<file path="config.mk">
export PLATFORM = sky130hd
export DESIGN_NAME = pc_sequencer
export DESIGN_NICKNAME = d
export VERILOG_FILES = /design/src/rtl/pc_seq_pkg.sv /design/src/rtl/seq_ret_stack.sv /design/src/rtl/pc_sequencer.sv
export SDC_FILE = /design/constraint.sdc
export NUM_CORES = 1
export LEC_CHECK = 0
export ABC_AREA = 1
export CORE_UTILIZATION = 37
export CTS_BUF_LIST = sky130_fd_sc_hd__clkbuf_2
export CTS_CLUSTER_DIAMETER = 30
export DETAILED_ROUTE_END_ITERATION = 8
export GPL_ROUTABILITY_DRIVEN = 0
export PLACE_DENSITY = 0.93
export SYNTH_ARGS = -nofsm -noshare
export SYNTH_HDL_FRONTEND = slang
export SYNTH_SLANG_ARGS = --single-unit
</file>
<file path="constraint.sdc">
create_clock -name clk -period 2.3 [get_ports clk]
set_input_delay 0.23 -clock clk [delete_from_list [all_inputs] [get_ports clk]]
set_output_delay 0.23 -clock clk [all_outputs]
set_load 0.05 [all_outputs]
</file>
<file path="src/rtl/pc_seq_pkg.sv">
// Shared types and defaults for the PC sequencer and its optional return stack.
// The return stack is built only when SEQ_RET_STACK_EN is defined.
package pc_seq_pkg;

  typedef enum logic [2:0] {
    IDLE,
    FETCH1,
    FETCH2,
    EXEC,
    HALT
  } seq_state_t;

  localparam int AW_DEFAULT       = 8;
  localparam int RS_DEPTH_DEFAULT = 4;

endpackage

</file>
<file path="src/rtl/seq_ret_stack.sv">
// Hardware return-address LIFO; a push onto a full stack overwrites the oldest
// entry (circular), and the over/underflow flags pulse for one cycle after the event.
module seq_ret_stack
  import pc_seq_pkg::*;
#(
  parameter int AW    = AW_DEFAULT,
  parameter int DEPTH = RS_DEPTH_DEFAULT
) (
  input  logic          clk,
  input  logic          reset,
  input  logic          push,
  input  logic          pop,
  input  logic [AW-1:0] push_data,
  output logic [AW-1:0] top,
  output logic          full,
  output logic          empty,
  output logic          overflow,
  output logic          underflow
);

  localparam int PW = (DEPTH > 1) ? $clog2(DEPTH) : 1;
  localparam int CW = $clog2(DEPTH + 1);

  logic [AW-1:0] mem [DEPTH];
  logic [PW-1:0] sp;
  logic [PW-1:0] sp_inc;
  logic [PW-1:0] sp_dec;
  logic [CW-1:0] count;

  // sp is the next free slot; once full it also points at the oldest entry
  always_comb begin
    sp_inc = (sp == PW'(DEPTH - 1)) ? '0 : sp + PW'(1);
    sp_dec = (sp == '0) ? PW'(DEPTH - 1) : sp - PW'(1);
  end

  assign full  = (count == CW'(DEPTH));
  assign empty = (count == '0);
  assign top   = empty ? '0 : mem[sp_dec];

  always_ff @(posedge clk) begin
    if (reset) begin
      sp        <= '0;
      count     <= '0;
      overflow  <= 1'b0;
      underflow <= 1'b0;
      for (int i = 0; i < DEPTH; i++) begin
        mem[i] <= '0;
      end
    end else begin
      overflow  <= push && full;
      underflow <= !push && pop && empty;
      if (push) begin
        mem[sp] <= push_data;
        sp      <= sp_inc;
        if (!full) begin
          count <= count + CW'(1);
        end
      end else if (pop && !empty) begin
        sp    <= sp_dec;
        count <= count - CW'(1);
      end
    end
  end

endmodule

</file>
<file path="src/rtl/pc_sequencer.sv">
// Control FSM sequencing the program counter: fetch handshakes, increment, branches.
// Define SEQ_RET_STACK_EN to add hardware call/return through seq_ret_stack.
module pc_sequencer
  import pc_seq_pkg::*;
#(
  parameter int AW = AW_DEFAULT
`ifdef SEQ_RET_STACK_EN
  ,
  parameter int RS_DEPTH = RS_DEPTH_DEFAULT
`endif
) (
  input  logic          clk,
  input  logic          reset,
  input  logic          run,
  input  logic [AW-1:0] pc_cur,
  output logic          pc_en,
  output logic [AW-1:0] pc_next,
  output logic          fetch_req,
  input  logic          fetch_ack,
  input  logic          instr_len2,
  input  logic          exec_stall,
  input  logic          br_taken,
  input  logic [AW-1:0] br_target,
  input  logic          halt_instr,
`ifdef SEQ_RET_STACK_EN
  input  logic          call_instr,
  input  logic          ret_instr,
  output logic          rs_overflow,
  output logic          rs_underflow,
`endif
  output logic          busy,
  output logic          halted
);

  seq_state_t state;

`ifdef SEQ_RET_STACK_EN
  logic          rs_push;
  logic          rs_pop;
  logic [AW-1:0] rs_top;
  logic          rs_full;
  logic          rs_empty;

  seq_ret_stack #(
    .AW    (AW),
    .DEPTH (RS_DEPTH)
  ) u_ret_stack (
    .clk       (clk),
    .reset     (reset),
    .push      (rs_push),
    .pop       (rs_pop),
    .push_data (pc_cur),
    .top       (rs_top),
    .full      (rs_full),
    .empty     (rs_empty),
    .overflow  (rs_overflow),
    .underflow (rs_underflow)
  );
`endif

  assign fetch_req = (state == FETCH1) || (state == FETCH2);
  assign busy      = (state != IDLE) && (state != HALT);
  assign halted    = (state == HALT);

  // PC load is combinational so the PC register updates on the transition edge
  always_comb begin
    pc_en   = 1'b0;
    pc_next = '0;
`ifdef SEQ_RET_STACK_EN
    rs_push = 1'b0;
    rs_pop  = 1'b0;
`endif
    if (!reset) begin
      case (state)
        FETCH1, FETCH2: begin
          if (fetch_ack) begin
            pc_en   = 1'b1;
            pc_next = pc_cur + AW'(1);
          end
        end
        EXEC: begin
          if (!exec_stall && !halt_instr) begin
`ifdef SEQ_RET_STACK_EN
            if (ret_instr) begin
              rs_pop  = 1'b1;
              pc_en   = 1'b1;
              pc_next = rs_top;
            end else if (call_instr) begin
              rs_push = 1'b1;
              pc_en   = 1'b1;
              pc_next = br_target;
            end else if (br_taken) begin
              pc_en   = 1'b1;
              pc_next = br_target;
            end
`else
            if (br_taken) begin
              pc_en   = 1'b1;
              pc_next = br_target;
            end
`endif
          end
        end
        default: begin
          pc_en   = 1'b0;
          pc_next = '0;
        end
      endcase
    end
  end

  always_ff @(posedge clk) begin
    if (reset) begin
      state <= IDLE;
    end else begin
      case (state)
        IDLE: begin
          if (run) begin
            state <= FETCH1;
          end
        end
        FETCH1: begin
          if (fetch_ack) begin
            state <= instr_len2 ? FETCH2 : EXEC;
          end
        end
        FETCH2: begin
          if (fetch_ack) begin
            state <= EXEC;
          end
        end
        EXEC: begin
          if (!exec_stall) begin
            state <= halt_instr ? HALT : FETCH1;
          end
        end
        HALT: begin
          state <= HALT;
        end
        default: begin
          state <= IDLE;
        end
      endcase
    end
  end

endmodule

</file>
== Yosys cells after proc, flatten, opt, wreduce, memory -nomap -nowiden ==
Index checks and enable logic that the tools add are counted.
Storage, ports and cells
  bits in registers: 3
  latch bits: 0
  RAM bits: 0
  bits in read-only memories: 0
  bits of input ports: 24
  output and inout port bits: 12
  logic and storage cells: 37
  memories kept: 0
Operators by class
  add/subtract/negate cells: 1
  $mul: 0
  div/mod/pow operators: 0
  $lt $le $gt $ge: 0
  equality and inequality tests: 9
  shifts and indexed selects: 0
  multiplexer cells: 17
  bitwise gates (word level): 0
  reduce and logical (&&, ||, !) cells: 9
Operator list (count)
  2-to-1 mux 8 bit: 4
  case mux 8 bit (2 select lines): 1
  2-to-1 mux 3 bit: 5
  case mux 3 bit (5 select lines): 1
  adder 8 x 1 -> 8 bit, second input constant: 1
  != test 2 bit, second input constant: 4
  equality test 3 x 2 -> 1 bit, second input constant: 2
  2-to-1 mux 1 bit: 5
  AND reduction 4 bit: 1
  equality test 3 x 1 -> 1 bit, second input constant: 1
  equality test 3 bit, second input constant: 1
  zero test 3 bit: 1
  != test 3 bit, second input constant: 1
  nonzero test 3 bit: 1
  logical AND 1 bit: 2
  zero test 1 bit: 2
  case mux 1 bit (2 select lines): 1
  OR reduction 2 bit: 1
  logical OR 1 bit: 1

== Logic depth before layout (Yosys ltp) ==
  word-level depth: 5
  depth in mapped cells: 8
  mapped depth without buffers: 8

== Least setup slack after synthesis ==
OpenSTA, ideal clock, no wires.
  kind: reg2out
  start point: register state[1]
  end point: output pc_en
  arrival time: 2.015 ns
  required time: 2.070 ns
  slack: 0.055 ns
  cell stages (with the launch flop): 7
  path buffers: 0
  cell sequence: dfxtp_1 inv_2 nand2_4 nand3_2 inv_1 nand2_1 a21oi_1
On the way
  cells in the longest elaborated chain, start to end: 4
  elaborated cells between the ends (all ways): 6
  classes of those cells: eq/ne: 3; mux: 2; reduce/logical: 1
Ends and longest elaborated chain
  start: declaration: RTL line pc_sequencer.sv:35  | seq_state_t state;
  start signal: assignment: RTL line pc_sequencer.sv:124  | state <= instr_len2 ? FETCH2 : EXEC;
  start signal: assignment: RTL line pc_sequencer.sv:134  | state <= halt_instr ? HALT : FETCH1;
  equality test 3 x 1 -> 1 bit or equality test 3 x 2 -> 1 bit (tied branches): RTL line pc_sequencer.sv:74  | case (state)
  OR reduction 2 bit: RTL line pc_sequencer.sv:74
  case mux 1 bit (2 select lines) (*): RTL line pc_sequencer.sv:74
  2-to-1 mux 1 bit (*): RTL line pc_sequencer.sv:73  | if (!reset) begin
  end: declaration: RTL line pc_sequencer.sv:16  | output logic pc_en,
Every way passes the cells marked *; elsewhere a longest branch is shown, timed or not.

== Worst setup path in the final report ==
  start point: input pc_cur[0]
  end point: output pc_next[6]
On the way
  cells in the longest elaborated chain, start to end: 4
Ends and longest elaborated chain
  start: declaration: RTL line pc_sequencer.sv:15  | input logic [AW-1:0] pc_cur,
  adder 8 x 1 -> 8 bit: RTL line pc_sequencer.sv:78  | pc_next = pc_cur + AW'(1);
  2-to-1 mux 8 bit: RTL line pc_sequencer.sv:76  | if (fetch_ack) begin
  case mux 8 bit (2 select lines): RTL line pc_sequencer.sv:74
  2-to-1 mux 8 bit: RTL line pc_sequencer.sv:73
  end: declaration: RTL line pc_sequencer.sv:17  | output logic [AW-1:0] pc_next,
Every way passes these cells.

==> reports/metrics.cfg <==
[global_routing]
grt_overflow = 0
antenna_found_initial = 0
grt_max_degree = 13
grt_pass1_wl_mm = 2.55
grtUsageTotal = 0.237
grt_pass1_vias = 688

[sta]
setup_violations = 0
clock.fmax_mhz = 479
rsz0062_at_grt = false
slew_violations = 0
hold_viol_final = 0
worst_pin_slew_ns = 0.490
finalClockSkew_ns = 0.00393
period_needed_ns = 2.09
setup_tns_ns = 0
slew-limit-headroom = 0.672
finalCritPeriodShare = 0.908
hold_ws_ns = 0.618

[detailed_routing]
totalWireLength_mm = 1.56
vias_per_cell = 4.94
first_iter_violations = 12
antenna_left = 0
drc = 0
vias = 731
firstDrtPassIters = 4
wl_per_cell_um = 10.6

[critical_path]
crit_slowest_cell = clkdlybuf4s50_1
cp.required_ns = 2.07
crit_path_end_kind = output pin
cp_common_cell = nand2_1
worst_setup_path_start_kind = input pin
critPathTopFamily = buffers and inverters
slowest_delay_ns = 0.51
arrival_ns = 1.86
path_buf_inv = 2
crit_type = input pin to output pin
path_max_fanout = 3
crit_chain = clkdlybuf4s50_1 -> ha_1 -> nand2_1 -> nor2_1 -> nand2_1 -> nand2_1 -> nand3_1 -> a21oi_1 -> buf_12

[place]
place_inst = 144
dpl.hpwl_mm = 1.26
portBuffers = 35

[floorplan]
pin_count = 36
initial_utilization = 0.421
fp-row-count = 12
coreArea_sq_mm = 0.00117
dieArea_sq_mm = 0.00148
die_h_um = 38.5
die_w_um = 38.5

[layout]
fill_cells = 81
fin_cells = 148
multi_input_comb_area_sq_um = 365
nets = 160
drive_above_1_share = 0.142
area_delta_synth_final_pct = 93.7
regArea_sq_um = 60.1
reg_top3 = state x3
top_register = state
largest_reg_flops = 3
post-route-util = 0.815
diodes = 0

[clocking]
cts_tree = yes
cts-hold-fix-buffers = 0
clk_pin_slew_ns = 0.04
cts_buffer_depth = 2
cts_buffers = 3
post_cts.repair.setup_buffers = 0
root_buffer = clkbuf_2
clock_latency_ns = 0.20
post_cts_resized = 0
clock_sinks = 3
cts.htree.levels = 1

[run]
drv_cap = 0

[power]
power_leakage_nw = 0.423
cellPowerDensity_mw_per_mm2 = 420
worst_ir_drop_vdd_uv = 235
p_total_mw = 0.401

[run_status]
status = finished, final reports clean

[hold_path]
hold_path_class = register to register

[yosys]
yosys_warnings = 0
synth.net_count = 121
synth_seq_area_share = 0.122
synth_cell_types = 19
syn_area_per_cell_sq_um = 5.14
synth_area_sq_um = 493
synthCells = 96
synth-seq-cells = 3

[per-stage QoR]
stage | worst slack [ns] | area [sq um]
floorplan | 0.0555 | 493
global placement | 0.318 | 935
detailed placement | 0.230 | 935
CTS | 0.216 | 955
global route | 0.0820 | 955
finish | 0.212 | 955
[where the power goes]
part           switching, mW  internal, mW  leakage (nW)
Clock                 0.0265        0.0459        0.0166
Sequential           0.00874        0.0583        0.0246
Combinational          0.151         0.110         0.382
Total                  0.186         0.215         0.423
[synth_stat cells]
library cell / count / share of area
nand2_1: 31 / 0.24
inv_1: 14 / 0.11
nor2_1: 11 / 0.084
a21oi_1: 9 / 0.091
nand3_1: 9 / 0.091
dfxtp_1: 3 / 0.12
inv_2: 3 / 0.023
nand4_1: 3 / 0.038
o21ai_0: 2 / 0.020
o21bai_1: 2 / 0.030
a31oi_1: 1 / 0.013
clkbuf_1: 1 / 0.0076
ha_1: 1 / 0.025
nand2_4: 1 / 0.023
nand3_2: 1 / 0.020
nor2_4: 1 / 0.023
nor3b_1: 1 / 0.015
o22ai_1: 1 / 0.013
xor2_1: 1 / 0.018
[area by class of cell]
class | instances | share of cell area
Clock buffer | 4 | 0.0210
Inverter | 17 | 0.0668
Sequential cell | 3 | 0.0629
Timing Repair Buffer | 35 | 0.448
Multi-Input combinational cell | 75 | 0.383
Tap cell | 14 | 0.0183
[final timing paths]
path                               from                    end  slack, ns  depth (start not counted)
setup / recovery              pc_cur[0]             pc_next[6]       0.21                          9
hold reg to reg   state[1]$_SDFFE_PP0P_  state[1]$_SDFFE_PP0P_       0.62                          2
hold / removal    state[1]$_SDFFE_PP0P_  state[1]$_SDFFE_PP0P_       0.62                          2
setup reg to reg  state[1]$_SDFFE_PP0P_  state[0]$_SDFFE_PP0P_       1.20                          7
[cell families (layout without fill, tap and decap cells)]
| group | count (synthesis) | count (layout) | share of synthesized area |
|---|---|---|---|
| xor gates and xnor gates | 1 | 1 | 0.0178 |
| AOI/OAI and AO/OA | 15 | 15 | 0.168 |
| DFF | 3 | 3 | 0.122 |
| buffers and inverters | 18 | 56 | 0.137 |
| and+or+nand+nor | 58 | 58 | 0.530 |
| adders and majority gates | 1 | 1 | 0.0254 |
[cell usage in the layout, fill, tap and decap left out]
| cell | count |
|---|---|
| nor2_4 | 1 |
| buf_12 | 8 |
| xor2_1 | 1 |
| inv_2 | 3 |
| clkbuf_2 | 4 |
| dfxtp_1 | 3 |
| a31oi_1 | 1 |
| ha_1 | 1 |
| nand3_2 | 1 |
| nand4_1 | 3 |
| nand2_4 | 1 |
| nand3_1 | 9 |
| nor2_1 | 11 |
| nand2_1 | 31 |
| o22ai_1 | 1 |
| o21ai_0 | 2 |
| o21bai_1 | 2 |
| a21oi_1 | 9 |
| clkdlybuf4s50_1 | 26 |
| buf_4 | 1 |
| inv_1 | 14 |
| nor3b_1 | 1 |
[metal layers]
layer  global-route usage  wire length [um]  share of wire
met2                0.442               788           0.50
met4               0.0690                 0              0
met1                0.263               670           0.43
met3               0.0465               105          0.067
met5                    0                 0              0
[worst min-delay path, delay by kind of cell (launching register included)]
family / cells / cell delay, ns
DFF: 1 / 0.37
and+or+nand+nor: 1 / 0.11
AOI/OAI and AO/OA: 1 / 0.08
Power figures use the tool's default switching activity.
